`src/rtl/router_pkg.sv`:
```
// Shared router definitions: output port codes, header field offsets, head-register state.
// Port summary: none (package only).
// Imported by every router port and by the route calculator.
package router_pkg;

    // Output port codes carried in the target field
    localparam logic [7:0] PORT_N     = 8'd0;
    localparam logic [7:0] PORT_S     = 8'd1;
    localparam logic [7:0] PORT_E     = 8'd2;
    localparam logic [7:0] PORT_W     = 8'd3;
    localparam logic [7:0] PORT_LOCAL = 8'd4;

    // Header layout, offsets counted down from the packet width:
    // [W-1:W-8] target, [W-9:W-12] row, [W-13:W-16] column, [W-17] mode
    localparam int TGT_W    = 8;
    localparam int ROW_W    = 4;
    localparam int COL_W    = 4;
    localparam int ROW_HI   = 9;
    localparam int COL_HI   = 13;
    localparam int MODE_POS = 17;
    localparam int HDR_W    = ROW_W + COL_W + 1;   // routing-relevant header bits

    typedef enum logic {
        HEAD_EMPTY = 1'b0,
        HEAD_VALID = 1'b1
    } head_state_t;

endpackage

```
`src/rtl/router_in_port_if.sv`:
```
// Router input-port bus: terminal push side plus arbiter pop side and status.
// slave = the input port itself, master = whoever drives pushes/pops.
// Widths follow pckg_sz and Fif_Size so both ends agree.
interface router_in_port_if #(
    parameter int pckg_sz  = 40,
    parameter int Fif_Size = 10
);
    localparam int CW = $clog2(Fif_Size + 1);

    logic               push;
    logic [pckg_sz-1:0] Data_in;
    logic               full;
    logic               pndng_i;
    logic [pckg_sz-1:0] Data_out_i;
    logic               pop_i;
    logic [1:0]         Trn;
    logic [CW-1:0]      count;
    logic [15:0]        drop_cnt;

    modport slave (
        input  push, Data_in, pop_i, Trn,
        output full, pndng_i, Data_out_i, count, drop_cnt
    );

    modport master (
        output push, Data_in, pop_i, Trn,
        input  full, pndng_i, Data_out_i, count, drop_cnt
    );
endinterface

```
`src/rtl/route_calc.sv`:
```
// Dimension-ordered route calculator: header {row, col, mode} in, target port code out.
// Purely combinational, zero latency; no backpressure.
// mode=1 resolves rows first, mode=0 resolves columns first.
module route_calc
    import router_pkg::*;
#(
    parameter int id_r = 0,
    parameter int id_c = 0
) (
    input  logic [HDR_W-1:0] hdr,      // {row[3:0], col[3:0], mode}
    output logic [TGT_W-1:0] target
);
    localparam logic [ROW_W-1:0] MY_ROW = ROW_W'(id_r);
    localparam logic [COL_W-1:0] MY_COL = COL_W'(id_c);

    logic [ROW_W-1:0] row;
    logic [COL_W-1:0] col;
    logic             mode;

    assign row  = hdr[HDR_W-1 -: ROW_W];
    assign col  = hdr[COL_W:1];
    assign mode = hdr[0];

    always_comb begin
        target = PORT_LOCAL;
        if (mode) begin
            if      (row < MY_ROW) target = PORT_N;
            else if (row > MY_ROW) target = PORT_S;
            else if (col > MY_COL) target = PORT_E;
            else if (col < MY_COL) target = PORT_W;
        end else begin
            if      (col > MY_COL) target = PORT_E;
            else if (col < MY_COL) target = PORT_W;
            else if (row < MY_ROW) target = PORT_N;
            else if (row > MY_ROW) target = PORT_S;
        end
    end
endmodule

```
`src/rtl/router_in_port.sv`:
```
// Router input port: head register + circular buffer FIFO, routed target on the head packet.
// Latency: push to pndng_i one cycle; pop reloads the head with no bubble.
// Backpressure: full when count==Fif_Size; pushes while full (and no pop) are dropped and counted.
module router_in_port
    import router_pkg::*;
#(
    parameter int pckg_sz  = 40,
    parameter int Fif_Size = 10,
    parameter int id       = 0,
    parameter int id_r     = 0,
    parameter int id_c     = 0,
    parameter int rows     = 4,
    parameter int columns  = 4
) (
    input  logic              clk,
    input  logic              rst,
    router_in_port_if.slave   bus
);
    localparam int CW    = $clog2(Fif_Size + 1);
    localparam int DEPTH = Fif_Size - 1;
    localparam int PW    = (DEPTH > 1) ? $clog2(DEPTH) : 1;
    localparam int BW    = pckg_sz - TGT_W;   // target is never stored, it is recomputed

    // Keep the owning router's coordinates inside the mesh
    localparam int MY_R = (id_r < rows)    ? id_r : rows - 1;
    localparam int MY_C = (id_c < columns) ? id_c : columns - 1;

    localparam logic [CW-1:0] FULL_CNT = CW'(Fif_Size);
    localparam logic [CW-1:0] ONE_CNT  = CW'(1);
    localparam logic [PW-1:0] LAST_PTR = PW'(DEPTH - 1);
    localparam logic [1:0]    MY_ID    = 2'(id);

    head_state_t      state_q, state_d;
    logic [BW-1:0]    head_q;
    logic [BW-1:0]    mem [DEPTH];
    logic [PW-1:0]    rd_ptr, wr_ptr;
    logic [CW-1:0]    count_q;
    logic [15:0]      drop_q;
    logic [TGT_W-1:0] target;

    logic pop_acc, push_acc, buf_empty, full;
    logic head_ld_in, head_ld_buf, buf_wr, buf_rd;

    assign full      = (count_q == FULL_CNT);
    assign pop_acc   = bus.pop_i & (bus.Trn == MY_ID) & (state_q == HEAD_VALID);
    assign push_acc  = bus.push & (~full | pop_acc);
    // Head only empties once the buffer has drained, so count<=1 means buffer empty
    assign buf_empty = (count_q <= ONE_CNT);

    always_comb begin
        state_d     = state_q;
        head_ld_in  = 1'b0;
        head_ld_buf = 1'b0;
        buf_wr      = 1'b0;
        buf_rd      = 1'b0;
        case (state_q)
            HEAD_EMPTY: begin
                if (push_acc) begin
                    head_ld_in = 1'b1;
                    state_d    = HEAD_VALID;
                end
            end
            HEAD_VALID: begin
                if (pop_acc) begin
                    if (!buf_empty) begin
                        head_ld_buf = 1'b1;
                        buf_rd      = 1'b1;
                        buf_wr      = push_acc;
                    end else if (push_acc) begin
                        head_ld_in  = 1'b1;   // bypass straight into the head
                    end else begin
                        state_d     = HEAD_EMPTY;
                    end
                end else if (push_acc) begin
                    buf_wr = 1'b1;
                end
            end
            default: state_d = HEAD_EMPTY;
        endcase
    end

    always_ff @(posedge clk) begin
        if (rst) begin
            state_q <= HEAD_EMPTY;
            head_q  <= '0;
            rd_ptr  <= '0;
            wr_ptr  <= '0;
            count_q <= '0;
            drop_q  <= '0;
        end else begin
            state_q <= state_d;
            if (head_ld_in)       head_q <= bus.Data_in[BW-1:0];
            else if (head_ld_buf) head_q <= mem[rd_ptr];
            if (buf_rd) rd_ptr <= (rd_ptr == LAST_PTR) ? '0 : rd_ptr + PW'(1);
            if (buf_wr) wr_ptr <= (wr_ptr == LAST_PTR) ? '0 : wr_ptr + PW'(1);
            case ({push_acc, pop_acc})
                2'b10:   count_q <= count_q + ONE_CNT;
                2'b01:   count_q <= count_q - ONE_CNT;
                default: count_q <= count_q;
            endcase
            if (bus.push && full && !pop_acc && drop_q != 16'hFFFF)
                drop_q <= drop_q + 16'd1;
        end
    end

    // Buffer storage carries no reset; validity is tracked by the pointers and count
    always_ff @(posedge clk) begin
        if (!rst && buf_wr) mem[wr_ptr] <= bus.Data_in[BW-1:0];
    end

    route_calc #(.id_r(MY_R), .id_c(MY_C)) u_route (
        .hdr    (head_q[BW-1 -: HDR_W]),
        .target (target)
    );

    assign bus.full       = full;
    assign bus.pndng_i    = (state_q == HEAD_VALID);
    assign bus.Data_out_i = (state_q == HEAD_VALID) ? {target, head_q} : '0;
    assign bus.count      = count_q;
    assign bus.drop_cnt   = drop_q;
endmodule

```
`src/flat_wrapper.sv`:
```
// flat-port wrapper written by rule: the top's interface ports become plain ports
module router_in_port_flat import router_pkg::*;
#(
    parameter int pckg_sz  = 40,
    parameter int Fif_Size = 10,
    parameter int id       = 0,
    parameter int id_r     = 0,
    parameter int id_c     = 0,
    parameter int rows     = 4,
    parameter int columns  = 4
)
  (clk, rst, bus_push, bus_Data_in, bus_pop_i, bus_Trn, bus_full, bus_pndng_i, bus_Data_out_i, bus_count, bus_drop_cnt);
  router_in_port_if #(.pckg_sz(pckg_sz), .Fif_Size(Fif_Size)) bus_i ();
  input  logic clk;
  input  logic rst;
  input wire logic [$bits(bus_i.push)-1:0] bus_push;
  input wire logic [$bits(bus_i.Data_in)-1:0] bus_Data_in;
  input wire logic [$bits(bus_i.pop_i)-1:0] bus_pop_i;
  input wire logic [$bits(bus_i.Trn)-1:0] bus_Trn;
  output wire logic [$bits(bus_i.full)-1:0] bus_full;
  output wire logic [$bits(bus_i.pndng_i)-1:0] bus_pndng_i;
  output wire logic [$bits(bus_i.Data_out_i)-1:0] bus_Data_out_i;
  output wire logic [$bits(bus_i.count)-1:0] bus_count;
  output wire logic [$bits(bus_i.drop_cnt)-1:0] bus_drop_cnt;
  assign bus_i.push = bus_push;
  assign bus_i.Data_in = bus_Data_in;
  assign bus_i.pop_i = bus_pop_i;
  assign bus_i.Trn = bus_Trn;
  assign bus_full = bus_i.full;
  assign bus_pndng_i = bus_i.pndng_i;
  assign bus_Data_out_i = bus_i.Data_out_i;
  assign bus_count = bus_i.count;
  assign bus_drop_cnt = bus_i.drop_cnt;
  router_in_port #(.pckg_sz(pckg_sz), .Fif_Size(Fif_Size), .id(id), .id_r(id_r), .id_c(id_c), .rows(rows), .columns(columns)) u_core (.clk(clk), .rst(rst), .bus(bus_i));
endmodule
```
`config.mk`:
```
export PLATFORM = sky130hd
export DESIGN_NAME = router_in_port_flat
export DESIGN_NICKNAME = d
export VERILOG_FILES = /design/src/rtl/router_pkg.sv /design/src/rtl/router_in_port_if.sv /design/src/rtl/route_calc.sv /design/src/rtl/router_in_port.sv /design/src/flat_wrapper.sv
export SDC_FILE = /design/constraint.sdc
export NUM_CORES = 1
export LEC_CHECK = 0
export ABC_AREA = 1
export CAP_MARGIN = 20
export CELL_PAD_IN_SITES_DETAIL_PLACEMENT = 0
export CELL_PAD_IN_SITES_GLOBAL_PLACEMENT = 1
export CORE_MARGIN = 1
export CORE_UTILIZATION = 41
export CTS_BUF_LIST = sky130_fd_sc_hd__clkbuf_4
export DETAILED_ROUTE_END_ITERATION = 12
export GPL_ROUTABILITY_DRIVEN = 0
export GPL_TIMING_DRIVEN = 0
export PLACE_DENSITY = 0.83
export SYNTH_ARGS = -nofsm -noshare
export SYNTH_HDL_FRONTEND = slang
export SYNTH_SLANG_ARGS = --single-unit
```
`constraint.sdc`:
```
create_clock -name clk -period 4.3 [get_ports clk]
set_input_delay 0.86 -clock clk [delete_from_list [all_inputs] [get_ports clk]]
set_output_delay 0.86 -clock clk [all_outputs]
set_load 0.1 [all_outputs]
```
# Word-level counts from Yosys, hierarchy flattened
# Memories as Yosys holds them, arrays and structs flattened. A register that Yosys moved wholly into a read port is not among the register bits.
# Index checks and enable logic that the tools add are counted.
# totals
register_bits,61
output_inout_bits,62
inputBits,46
mem_count,1
ram_bits,288
# classes
bitwise_logic,6
n_addsub,5
n_eq_ne,6
reduce_logical,9
muxes,32
magnitude_cmp,5
# mem_list
name,depth,width,rd,rd_clocked_by_memory_dff,wr,line_no,rtl
u_core.mem,9,32,1,1,1,router_in_port.sv:35,logic [BW-1:0] mem [DEPTH];
# ops
op,n
two-way mux 32 bit,2
two-way mux 40 bit,1
two-way mux 3 bit,8
"adder 16 x 1 -> 16 bit, second input constant",1
two-way mux 4 bit,4
"!= test 16 bit, second input constant",1
two-way mux 1 bit,13
"adder 4 x 1 -> 4 bit, second input constant",3
"equality test 4 bit, second input constant",3
"greater-than comparator 4 x 1 -> 1 bit, second input constant",2
"less-than comparator 4 x 1 -> 1 bit, second input constant",2
two-way mux 8 bit,1
case mux 4 bit (2 select lines),1
"<= comparator 4 x 1 -> 1 bit, second input constant",1
logical AND 1 bit,4
case mux 1 bit (2 select lines),2
nonzero test 2 bit,2
"subtractor 4 x 1 -> 4 bit, second input constant",1
AND 1 bit,3
"equality test 2 x 1 -> 1 bit, second input constant",1
"equality test 2 bit, second input constant",1
logical NOT 1 bit,2
logical NOT 2 bit,1
NOT 1 bit,2
OR 1 bit,1

# Logic depth before layout (Yosys ltp)
# depth
ltp_word,11
mapped_depth,12
mapped_depth_nobuf,11

# By module
# A second synthesis with hierarchy kept.
# hier_totals
cells_unflattened,1585
hier_area_um2,15407.3
# by_module_without_submodules
module,instances,area_per_inst_um2,cells_each
router_in_port,1,15294.7,1561
route_calc,1,112.6,24

# Worst setup path before layout
# Ideal clock, no wire load.
# synth_path
kind,flip-flop to flip-flop
startpoint,"register u_core.count_q[0], in the netlist u_core.bus.count[0]"
endpoint,"memory u_core.mem[8][0] in the netlist's numbering, enable pin"
path_buffers,1
synth_period_minus_slack_ns,4.761
t_required_ns,3.839
t_arrival_ns,4.300
setup_slack_ns,-0.461
stages_incl_launch_ff,9
setup_ns,0.461
cell_sequence,dfxtp_1 -> inv_1 -> ha_1 -> nand3_2 -> nor2_1 -> nor2_1 -> nand2_1 -> buf_2 -> nor3_1
# synth_via
elab_chain_len,10
word_cells_on_any_way,12
# synth_lines
element,line_no,rtl
start: declaration,router_in_port.sv:37,logic [CW-1:0] count_q;
start signal: assignment,router_in_port.sv:97,2'b10: count_q <= count_q + ONE_CNT;
start signal: assignment,router_in_port.sv:98,2'b01: count_q <= count_q - ONE_CNT;
start signal: assignment,router_in_port.sv:99,default: count_q <= count_q;
equality test 4 bit,router_in_port.sv:44,assign full = (count_q == FULL_CNT);
NOT 1 bit,router_in_port.sv:46,assign push_acc = bus.push & (~full | pop_acc);
OR 1 bit,router_in_port.sv:46,
AND 1 bit,router_in_port.sv:46,
"two-way mux 1 bit, on equally long branches","router_in_port.sv:74, router_in_port.sv:65",
two-way mux 1 bit (*),router_in_port.sv:64,if (pop_acc) begin
two-way mux 1 bit (*),router_in_port.sv:56,case (state_q)
logical AND 1 bit (*),router_in_port.sv:108,if (!rst && buf_wr) mem[wr_ptr] <= bus.Data_in[BW-1:0];
two-way mux 1 bit (*),router_in_port.sv:108,
two-way mux 1 bit (implied by the code) (*),router_in_port.sv:108,
end: declaration,router_in_port.sv:35,
# Every way passes the cells marked *; elsewhere a longest branch is shown, timed or not.

# Final worst setup path
# layout_path
startpoint,"register u_core.state_q, in the netlist u_core.bus.pndng_i"
endpoint,output bus_Data_out_i[14]
# layout_via
elab_chain_len,1
# layout_lines
element,line_no,rtl
start: declaration,router_in_port.sv:33,"head_state_t state_q, state_d;"
start signal: assignment,router_in_port.sv:91,state_q <= state_d;
two-way mux 40 bit,router_in_port.sv:118,"assign bus.Data_out_i = (state_q == HEAD_VALID) ? {target, head_q} : '0;"
end: declaration,flat_wrapper.sv:22,output wire logic [$bits(bus_i.Data_out_i)-1:0] bus_Data_out_i;
# Every way passes these cells.

==> results.md <==
* CP endpoint kind: primary output
* Nets at 1969
* Count of unique library cells instantiated by Yosys at 32
* Crit start category: flip-flop
* Crit path kind: reg2out
* H-tree depth at 3
* Post CTS Setup Buffer Count at 0
* Worst Tran Pin Value at 1.01 ns
* Max_slew headroom at 32.6%
* Maxcap violations at 0
* Fraction of power consumed by the clock network at 40.0%
* Total Routed Length at 42700 µm
* Vias in the first global route at 11665
* Ys flop type: edfxtp_1
* Setup TNS at 0 ns
* Die height at 199 µm
* Post-Syn Area at 15800 µm²
* Drt initial violations at 906
* RSZ-0062 raised after global routing: false
* Antenna viol nets, final at 0
* Setup violations, final at 0
* Clock-pin slew on the worst setup and hold paths at 0.07 ns
* Root Buffer: clkbuf_4
* Average wire per standard cell at 17.2 µm
* Dpl hpwl at 29100 µm
* Max Root-Sink Buffers at 3
* Overall global routing resource usage at 22.1%
* Comb pwr share at 7.5%
* Num CTS Buffers at 90
* Post-route setup slack at 0.117 ns
* Worst Setup SP: u_core.bus.pndng_i$_SDFF_PP0_
* TritonCTS clock tree: built
* Io pins at 108
* Tcrit/Tclk final at 97.3%
* Crit-path max FO at 10
* Fin util at 50.1%
* Switch share at 24.8%
* Skew final at 0.0629 ns
* Seq cells post-synth at 353
* Largest net degree at the start of global routing at 25
* Asr flop ratio synth at 0%
* First-pass GRT wire length at 64700 µm
* Internal at 5.38 mW
* CTS Hold Bufs at 0
* Number of iterations in the first detailed-routing pass at 6
* Vias at 12108
* Max IR drop VDD at 203 µV
* Area Growth Syn to Fin at 19.6%
* Worst Hold Launch: u_core.head_q[6]$_SDFFE_PP0P_
* Buffers on Ports at 94
* Final Hold Vio Count at 0
* Setup WS pre-CTS at 0.400 ns
* Power per cell area at 377 nW/µm²
* Sequential Power Share at 52.5%
* Layout cell share with drive strength beyond 1 at 12.9%
* Number of synthesized flops with an enable pin at 288
* Sw Pwr at 1.77 mW
* DIE AREA at 39400 µm²
* CTS sink cnt at 353
* Status: finished, final reports clean
* DRC errors left at 0
* Post-Syn Instances at 1697
* Min Tclk post-route at 4.18 ns
* Sequential share of the synthesized area at 62.8%
* Final Max Tran Viols at 0
* WP data required at 3.44 ns
* Hold Crit Class: reg2reg
* Die extent in x at 199 µm
* Global route total overflow at 0
* Synth warn at 0
* Core area at 37800 µm²
* Reg2reg start: u_core.bus.count[0]$_SDFFE_PP0P_
* Leak pwr at 8.33 nW
* Row cnt at 71
* Fmax at 239 MHz
* Syn Area/Cell at 9.34 µm²
* Worst-Skew Late Latency at 0.77 ns
* Initial core utilization at 41.9%
* Critical Path AT at 3.32 ns
* Tot Pwr at 7.15 mW
* Vias per Instance at 4.86
* Post-CTS sizing at 6
* Initial antenna violation count at 2
area by class of cell:
type | count | area, µm²
Fill cell | 3509 | 18900
Sequential cell | 353 | 9950
Multi-Input combinational cell | 989 | 4500
Timing Repair Buffer | 119 | 1250
Inverter | 275 | 1030
Clock buffer | 130 | 976
Tap cell | 511 | 639
Buffer | 84 | 430
Clock inverter | 25 | 165
Antenna cell | 3 | 7.51
routing by layer:
layer  vias to the layer above  routed length [µm]  global-route usage (%)
met5                         -                   0                       0
met4                         0                1130                    8.83
met3                        75                3070                    3.83
met2                       486               20600                    36.9
met1                      5643               17900                    28.5
li1                       5904                   -                       -
synth_stat cells, types with 7 or more instances:
cell	count	share of area [%]
o21ai_0	18	0.57
ha_1	11	0.87
buf_4	9	0.43
nor2_1	129	3.1
buf_2	29	0.92
nand2_1	474	11
edfxtp_1	288	55
clkbuf_1	35	0.83
a21oi_1	47	1.5
or2_2	23	0.91
dfxtp_1	65	8.2
nor3_1	15	0.47
nand3_1	226	7.1
and2_1	7	0.28
inv_1	269	6.4
xor2_1	10	0.55
critical path, cell delays in order, from the launching register on:
cell and delay, ns:
dfxtp_1 0.36, buf_4 0.21, clkbuf_1 0.64, nand2_1 0.16
inv_1 0.08, clkdlybuf4s50_1 1.13
cell families after synthesis:
logic type	share of synthesized area [%]
xor+xnor	0.718
compound gates	2.26
other cells	0.0237
buf+inv	9.23
flops	62.8
fa+ha+maj	0.868
simple gates	24.1
per-stage QoR:
stage | std cells | hold slack (ns) | cell area, µm²
2_1_floorplan | 1701 | 0.443 | 15900
3_3_place_gp | 2306 | 0.454 | 17400
3_5_place_dp | 2331 | 0.456 | 17800
4_1_cts | 2486 | 0.465 | 18900
5_1_grt | 2489 | 0.501 | 19000
6_report | 2489 | 0.469 | 19000
flip-flops by register name (all words and copies together), names as in the netlist, named ones only:
signal               count
u_core.bus.drop_cnt     16
u_core.wr_ptr            4
u_core.rd_ptr            4
u_core.bus.pndng_i       1
u_core.head_q           32
u_core.mem             288
u_core.bus.count         4
worst paths after layout:
check / endpoint / slack, ns / depth (start not counted)
worst max-delay path: bus_Data_out_i[14] / 0.12 / 5
worst min-delay path: u_core.head_q[6]$_SDFFE_PP0P_ / 0.47 / 2
worst min register to register: u_core.head_q[6]$_SDFFE_PP0P_ / 0.47 / 2
worst max register to register: u_core.mem[5][19]$_DFFE_PP_ / 1.32 / 10
power by group through the flow:
stage | registers (mW) | logic [mW] | clock network (mW)
final | 3.75 | 0.537 | 2.86
after global routing | 3.76 | 0.583 | 3.08
after CTS | 3.75 | 0.539 | 2.90
after detailed placement | 3.83 | 0.539 | 0
after global placement | 3.83 | 0.529 | 0
after floorplan | 3.84 | 0.322 | 0
placed cells by master, fill, tap and decap left out, drive strengths merged:
master | netlist | final
a21oi | 47 | 47
and2 | 7 | 7
buf | 49 | 74
bufinv | 0 | 2
clkbuf | 35 | 165
clkdlybuf4s50 | 0 | 82
clkinv | 2 | 22
clkinvlp | 0 | 3
conb | 1 | 5
dfxtp | 65 | 65
diode | 0 | 3
dlygate4sd2 | 0 | 6
dlymetal6s2s | 0 | 6
edfxtp | 288 | 288
ha | 11 | 11
inv | 273 | 273
nand2 | 478 | 478
nand3 | 231 | 231
nand4 | 4 | 4
nor2 | 130 | 130
nor3 | 16 | 16
nor4 | 1 | 1
o21ai | 22 | 22
o31ai | 1 | 1
or2 | 23 | 23
xnor2 | 3 | 3
xor2 | 10 | 10
(Power assumes the default switching activity.)
